<file path="config.mk">
export PLATFORM = sky130hd
export DESIGN_NAME = trace_buffer
export DESIGN_NICKNAME = d
export VERILOG_FILES = /design/src/rtl/trace_buffer.sv
export SDC_FILE = /design/constraint.sdc
export NUM_CORES = 1
export LEC_CHECK = 0
export CORE_ASPECT_RATIO = 0.75
export CORE_MARGIN = 8
export CORE_UTILIZATION = 60
export CTS_CLUSTER_DIAMETER = 40
export DETAILED_ROUTE_END_ITERATION = 8
export PLACE_DENSITY = 0.85
export SLEW_MARGIN = 10
export SYNTH_ARGS = -nofsm -noshare
export SYNTH_HDL_FRONTEND = slang
export SYNTH_SLANG_ARGS = --single-unit
</file>
<file path="constraint.sdc">
create_clock -name clock -period 7.13 [get_ports clock]
set_input_delay 0.713 -clock clock [delete_from_list [all_inputs] [get_ports clock]]
set_output_delay 0.713 -clock clock [all_outputs]
set_load 0.05 [all_outputs]
</file>
<file path="src/rtl/trace_buffer.sv">
// Retire-trace capture buffer: circular PC/instruction log frozen by a PC-match trigger, drained oldest-first.
// Optional register-write capture fields are enabled with the TRACE_REGWR_EN macro.
module trace_buffer #(
  parameter int PC_W    = 64,
  parameter int INSTR_W = 32,
  parameter int DEPTH   = 16,
  localparam int AW     = $clog2(DEPTH)
) (
  input  logic               clock,
  input  logic               reset,
  input  logic               arm,
  input  logic [AW:0]        post_count,
  input  logic [PC_W-1:0]    trig_pc,
  input  logic               retire,
  input  logic [PC_W-1:0]    pc,
  input  logic [INSTR_W-1:0] instruction,
`ifdef TRACE_REGWR_EN
  input  logic               reg_we,
  input  logic [4:0]         reg_da,
  input  logic [63:0]        reg_data,
  output logic               rd_we,
  output logic [4:0]         rd_da,
  output logic [63:0]        rd_data,
`endif
  input  logic               rd_ready,
  output logic               rd_valid,
  output logic [PC_W-1:0]    rd_pc,
  output logic [INSTR_W-1:0] rd_instr,
  output logic [AW:0]        fill,
  output logic               wrapped,
  output logic [1:0]         state
);

  typedef enum logic [1:0] {
    IDLE      = 2'd0,
    ARMED     = 2'd1,
    TRIGGERED = 2'd2,
    DONE      = 2'd3
  } state_t;

  state_t            st;
  logic [AW-1:0]     wr_ptr;
  logic [AW-1:0]     rd_ptr;
  logic [AW-1:0]     remaining;
  logic [AW:0]       fill_q;
  logic              wrapped_q;
  logic              capturing;
  logic              wr_en;
  logic              pop;
  logic              full;
  logic [AW-1:0]     post_clamped;

  logic [PC_W-1:0]    mem_pc    [DEPTH];
  logic [INSTR_W-1:0] mem_instr [DEPTH];
`ifdef TRACE_REGWR_EN
  logic               mem_we    [DEPTH];
  logic [4:0]         mem_da    [DEPTH];
  logic [63:0]        mem_data  [DEPTH];
`endif

  assign capturing    = (st == ARMED) || (st == TRIGGERED);
  assign wr_en        = retire && capturing && !arm && !reset;
  assign full         = (fill_q == (AW+1)'(DEPTH));
  assign rd_valid     = (st == DONE) && (fill_q != '0);
  assign pop          = rd_valid && rd_ready;
  // fill==DEPTH has zero low bits, so the head lands back on wr_ptr as intended.
  assign rd_ptr       = wr_ptr - fill_q[AW-1:0];
  // Clamping keeps the trigger entry from being overwritten by post-trigger writes.
  assign post_clamped = (post_count > (AW+1)'(DEPTH-1)) ? AW'(DEPTH-1) : post_count[AW-1:0];

  always_ff @(posedge clock) begin
    if (reset) begin
      st        <= IDLE;
      wr_ptr    <= '0;
      fill_q    <= '0;
      wrapped_q <= 1'b0;
      remaining <= '0;
    end else if (arm) begin
      st        <= ARMED;
      wr_ptr    <= '0;
      fill_q    <= '0;
      wrapped_q <= 1'b0;
      remaining <= post_clamped;
    end else begin
      case (st)
        IDLE: ;
        ARMED, TRIGGERED: begin
          if (retire) begin
            wr_ptr <= wr_ptr + 1'b1;
            if (full) wrapped_q <= 1'b1;
            else      fill_q    <= fill_q + 1'b1;
            if (st == ARMED) begin
              if (pc == trig_pc) st <= (remaining == '0) ? DONE : TRIGGERED;
            end else begin
              remaining <= remaining - 1'b1;
              if (remaining == AW'(1)) st <= DONE;
            end
          end
        end
        DONE: begin
          if (pop) fill_q <= fill_q - 1'b1;
        end
        default: st <= IDLE;
      endcase
    end
  end

  always_ff @(posedge clock) begin
    if (wr_en) begin
      mem_pc[wr_ptr]    <= pc;
      mem_instr[wr_ptr] <= instruction;
`ifdef TRACE_REGWR_EN
      mem_we[wr_ptr]    <= reg_we;
      mem_da[wr_ptr]    <= reg_da;
      mem_data[wr_ptr]  <= reg_data;
`endif
    end
  end

  assign rd_pc    = rd_valid ? mem_pc[rd_ptr]    : '0;
  assign rd_instr = rd_valid ? mem_instr[rd_ptr] : '0;
`ifdef TRACE_REGWR_EN
  assign rd_we    = rd_valid ? mem_we[rd_ptr]    : 1'b0;
  assign rd_da    = rd_valid ? mem_da[rd_ptr]    : '0;
  assign rd_data  = rd_valid ? mem_data[rd_ptr]  : '0;
`endif

  assign fill    = fill_q;
  assign wrapped = wrapped_q;
  assign state   = st;

endmodule

</file>
-- After elaboration in Yosys (flattened, before gate mapping)
Memory sizes are Yosys's and may differ from the RTL's.
Index checks and enable logic that the tools add are counted.
- register bits: 16
- RAM bits: 1536
- bits of input ports: 170
- output and inout port bits: 105
- logic and storage cells: 69
- memories: 2
- add/sub/neg operators: 5
- order comparisons: 1
- equality and inequality tests: 12
- multiplexer cells: 20
- reductions and logical operators: 23
- memories (memory ; words ; width ; rd ports ; clocked after memory_dff ; wr ports ; line ; text):
    mem_pc ; 16 ; 64 ; 1 ; 0 ; 1 ; 53 ; logic [PC_W-1:0] mem_pc [DEPTH];
    mem_instr ; 16 ; 32 ; 1 ; 0 ; 1 ; 54 ; logic [INSTR_W-1:0] mem_instr [DEPTH];
- operator list (cell ; count):
    equality test 64 bit ; 1
    two-way mux 64 bit ; 1
    two-way mux 32 bit ; 1
    two-way mux 4 bit ; 5
    two-way mux 5 bit ; 3
    AND reduction 4 bit ; 3
    one-hot mux 5 bit (2 select lines) ; 1
    inequality test 2 bit (second input constant) ; 4
    nonzero test 2 bit ; 4
    two-way mux 1 bit ; 6
    two-way mux 2 bit ; 3
    AND reduction 3 bit ; 2
    adder 5 x 1 -> 5 bit (second input constant) ; 1
    equality test 5 bit (second input constant) ; 1
    > comparator 5 x 4 -> 1 bit (second input constant) ; 1
    logical AND 1 bit ; 5
    nonzero test 5 bit ; 1
    subtractor 5 x 1 -> 5 bit (second input constant) ; 1
    adder 4 x 1 -> 4 bit (second input constant) ; 1
    equality test 2 bit (second input constant) ; 2
    equality test 4 x 1 -> 1 bit (second input constant) ; 1
    logical NOT 4 bit ; 1
    OR reduction 2 bit ; 2
    subtractor 4 x 1 -> 4 bit (second input constant) ; 1
    8 further kinds ; 9

-- Depth between registers and ports, before layout
Gate-level depths: netlist of the first run.
- depth after elaboration: 7
- mapped depth: 11
- gate-level depth less buffers: 9

-- Worst setup path before layout of the first run
No wires, ideal clock.
- kind: register to register
- start point: reg st[1] (netlist: state[1])
- end point: mem mem_instr[10][0], enable pin
- library setup time: 0.552 ns
- data arrival time: 5.714 ns
- data required time: 6.578 ns
- path slack: 0.864 ns
- stages on the path, launching flop included: 7
- path buffers: 1
- clock period less this slack: 6.266 ns
- cell sequence: dfxtp_1 -> inv_1 -> ha_1 -> nor2b_1 -> clkbuf_1 -> nand2_1 -> nor2_1
- word-level cells in the longest chain between the ends: 7
- elaborated cells on any way between the ends: 8
- those cells by class: 2 x eq/ne; 2 x mux; 4 x reduce/logical
- RTL lines (element ; line ; text):
    from (decl) ; 41 ; state_t st;
    from (signal assigned) ; 93 ; if (pc == trig_pc) st <= (remaining == '0) ? DONE : TRIGGERED;
    equality test 2 x 1 -> 1 bit / equality test 2 bit (equally long branches) ; 61 ; assign capturing = (st == ARMED) || (st == TRIGGERED);
    logical OR 1 bit * ; 61 ;
    logical AND 1 bit * (3 in a row) ; 62 ; assign wr_en = retire && capturing && !arm && !reset;
    two-way mux 1 bit * ; 109 ; if (wr_en) begin
    two-way mux 1 bit (implied by the code) * ; 111 ; mem_instr[wr_ptr] <= instruction;
    to (decl) ; 54 ;
Mark *: on every way between the ends. The rest lies on a longest branch, timed or not.

-- Final worst setup path of the first run
- start point: reg wr_ptr[0]
- end point: out rd_pc[15]
- word-level cells in the longest chain between the ends: 3
- RTL lines (element ; line ; text):
    from (decl) ; 42 ; logic [AW-1:0] wr_ptr;
    from (signal assigned) ; 89 ; wr_ptr <= wr_ptr + 1'b1;
    subtractor 4 bit ; 67 ; assign rd_ptr = wr_ptr - fill_q[AW-1:0];
    memory (16 x 64 bit) ; -- ;
    two-way mux 64 bit ; 120 ; assign rd_pc = rd_valid ? mem_pc[rd_ptr] : '0;
    to (decl) ; 27 ; output logic [PC_W-1:0] rd_pc,
No other way between the ends.

==> results.tsv, run 1 <==
metric	value	unit
outcome	finished clean	
drive_gt1_share	22.17	%
num_vias	30907	
cts_root_buf	clkbuf_16	
clk-insertion-delay-late	0.76	ns
cts_num_sinks	1552	
final_cells	4502	
die_w	382.9	µm
hold_depth	2	
gp_congestion	0.7744	
yosys.area.top_type	edfxtp_1	
endpoint_kind	primary output	
p_sw_share	21.78	%
fin_area	0.07012	mm²
ctsLongestPathBuffers	3	
rsz0062_at_grt	false	
regToRegEndpoint	mem_pc[9][58]$_DFFE_PP_	
grt_max_degree	132	
cts_setup_buffers	0	
r2r-start	state[1]$_SDFFE_PP0P_	
die_area	0.1115	mm²
grt_first_pass_wirelength	224200	µm
p_per_area	277.5	mW/mm²
placed_area	0.06494	mm²
cts_made_buffers	153	
yosysWarnings	0	
vias_per_cell	6.865	
grt_pass1_vias	31926	
routed_wl	155600	µm
synth-seq-area-share	76.69	%
cp_data_required_time	6.42	ns
clkPwrFrac	42.4	%
hold_viol	0	
nFillCells	5594	
syn_area_per_cell	22.53	µm²
row_count	101	
cts_tree	built	
synth_top_cell_area_share	76.16	%
dp.cells	4206	
synth_edf_count	1536	
setup_tns	0	ns
post-dp-hpwl	75400	µm
io_pins	275	
mostFrequentLayoutCell	edfxtp_1	
p_int	15.22	mW
syn_nets	2874	
synth-seq-cells	1552	
drc	0	
drt_pass1_iterations	5	
portBuffers	274	
antenna_found_initial	26	
synthArstFlopShare	0	%
critPathMaxFanout	120	
regArea	0.04644	mm²
drt-initial-drc-count	4570	
fin_nets	3208	
synth_flop_cell	edfxtp_1	
p_switching	4.239	mW
core	0.1006	mm²
final_cell_mix	edfxtp_1 (1536), mux4_2 (384), clkdlybuf4s50_1 (274)	
slew_viol_final	0	
finalClockSkew	0.03671	ns
min_to	wrapped$_SDFFE_PP0P_	
clk_pin_slew	0.07	ns
cts_resized	0	
hold_class	flop to flop	
critPathKind	flop to primary output	
routedWlPerCell	34.57	µm
synthCells	2688	
die_y	291.1	µm
synth_cell_types	38	
syn_area	0.06056	mm²
arrival	5.50	ns
finalCritPeriodShare	87.08	%
worst-slew-pin-transition	1.213	ns
maxCapViolCount	0	
htree_levels	4	
p_comb_share	5.9	%
rrSetupSlack	3.64	ns
slowest_stage	fa_4	
ant_nets	0	
syn_to_final_growth	15.79	%
cts_hold_buf	0	
fin_crit	6.209	ns
p_seq_share	51.6	%
multi_input_area	0.01330	mm²
max-vdd-ir-drop	0.0002113	V
synthTopCellsByArea	edfxtp_1 (76%), mux4_2 (14%), a211oi_1 (2.5%)	
relSlewSlack	18.53	%
crit_chain	inv_1 -> ha_4 -> inv_1 -> fa_4 -> buf_12 -> mux4_2 -> nor2b_1 -> a211oi_1 -> a211oi_1 -> clkdlybuf4s50_1	
start_util	60.21	%
grt_use_total	27.62	%
max_freq	0.1611	GHz
globalRouteOverflowTotal	0	
slowest_delay	1.11	ns
setup_viol	0	
reg2reg_depth	7	
p_leak	22.17	nW
hp-start	wrapped$_SDFFE_PP0P_	
startpoint_type	flop	
per-stage QoR:
stage	hold slack (ns)	utilization [%]	power [mW]	worst slack [ns]
after floorplan	0.5522	-	10.96	0.8641
after global placement	0.4647	64.56	11.31	1.871
after detailed placement	0.4911	64.56	11.36	1.853
after CTS	0.5050	69.66	19.52	0.9465
after global routing	0.5816	69.69	19.91	0.7820
final	0.5046	69.71	19.46	0.9212
flip-flops by register name (all words and copies together), names as in the netlist:
signal     count
mem_pc      1024
mem_instr    512
fill           5
remaining      4
wr_ptr         4
state          2
wrapped        1
power by group through the flow:
stage	registers, mW	logic [mW]	clock network, mW
floorplan	10.2	0.715	0
global placement	10.2	1.07	0
detailed placement	10.2	1.12	0
CTS	10.0	1.16	8.32
global route	10.0	1.22	8.65
finish	10.0	1.16	8.26
per-layer routing:
layer	global-route usage [%]	part of all wire (%)
met1	38.08	37
met2	44.06	49
met3	6.855	12
met4	8.675	2.9
met5	0	0.031
synthesized netlist by cell type (4+ instances only):
master    number
inv_1         14
buf_2         63
dfxtp_1       16
a21o_1         4
nand2_1        8
nor2b_1       98
nor4_1         5
edfxtp_1    1536
buf_6         29
mux2i_1       97
clkbuf_1      38
nand4_1       18
mux4_2       384
ha_1          14
a21oi_1        7
buf_1          4
buf_4         17
xnor2_1       72
xor2_1         4
nor2_1        42
a211oi_1     198
critical path, delay by kind of cell, from the launching register on:
family	cells	cell delay [ns]
flip-flops	1	0.38
multiplexers	1	0.34
AND/OR/NAND/NOR	1	0.17
AO/OA/AOI/OAI	2	0.67
adder cells (fa/ha/maj)	2	1.26
buffers and inverters	4	1.75
how the worst max path moves through the flow:
stage	cells after the start	from	endpoint
finish	10	wr_ptr[0]$_SDFFE_PP0P_	rd_pc[15]
global route	9	wr_ptr[0]$_SDFFE_PP0P_	rd_instr[8]
CTS	11	wr_ptr[0]$_SDFFE_PP0P_	rd_pc[59]
detailed placement	10	fill[0]$_SDFFE_PP0P_	rd_pc[59]
global placement	9	wr_ptr[0]$_SDFFE_PP0P_	rd_instr[8]
floorplan	6	state[1]$_SDFFE_PP0P_	mem_instr[10][0]$_DFFE_PP_
cell families (layout without fill, tap and decap cells):
| group | Yosys count | count (layout) | share of synthesized area (%) |
|---|---|---|---|
| flops | 1552 | 1552 | 76.69 |
| mux | 481 | 481 | 15.88 |
| compound gates | 216 | 216 | 2.655 |
| simple gates | 181 | 181 | 1.673 |
| buf+inv | 165 | 621 | 1.618 |
| xor+xnor | 77 | 77 | 1.126 |
| fa+ha+maj | 16 | 16 | 0.3554 |
| other cells | 0 | 19 | 0 |
final cells by class:
| class | count | area share (%) |
|---|---|---|
| well taps | 1339 | 2.389 |
| diodes | 19 | 0.06780 |
| clock inverters | 100 | 1.615 |
| repair buffers | 330 | 4.939 |
| multi-input cells | 971 | 18.97 |
| flip-flops and latches | 1552 | 66.23 |
| inverters | 14 | 0.07494 |
| clock buffers | 177 | 5.710 |
No activity file was read; power rests on OpenSTA's default activity.
==> run 2, diff against run 1 <==
--- a/config.mk
+++ b/config.mk
@@ -15,3 +15,4 @@
 export SYNTH_ARGS = -nofsm -noshare
 export SYNTH_HDL_FRONTEND = slang
 export SYNTH_SLANG_ARGS = --single-unit
+export TNS_END_PERCENT = 100
==> results of run 2 <==
The final DEF is identical to that of run 1; final timing and power are the same.
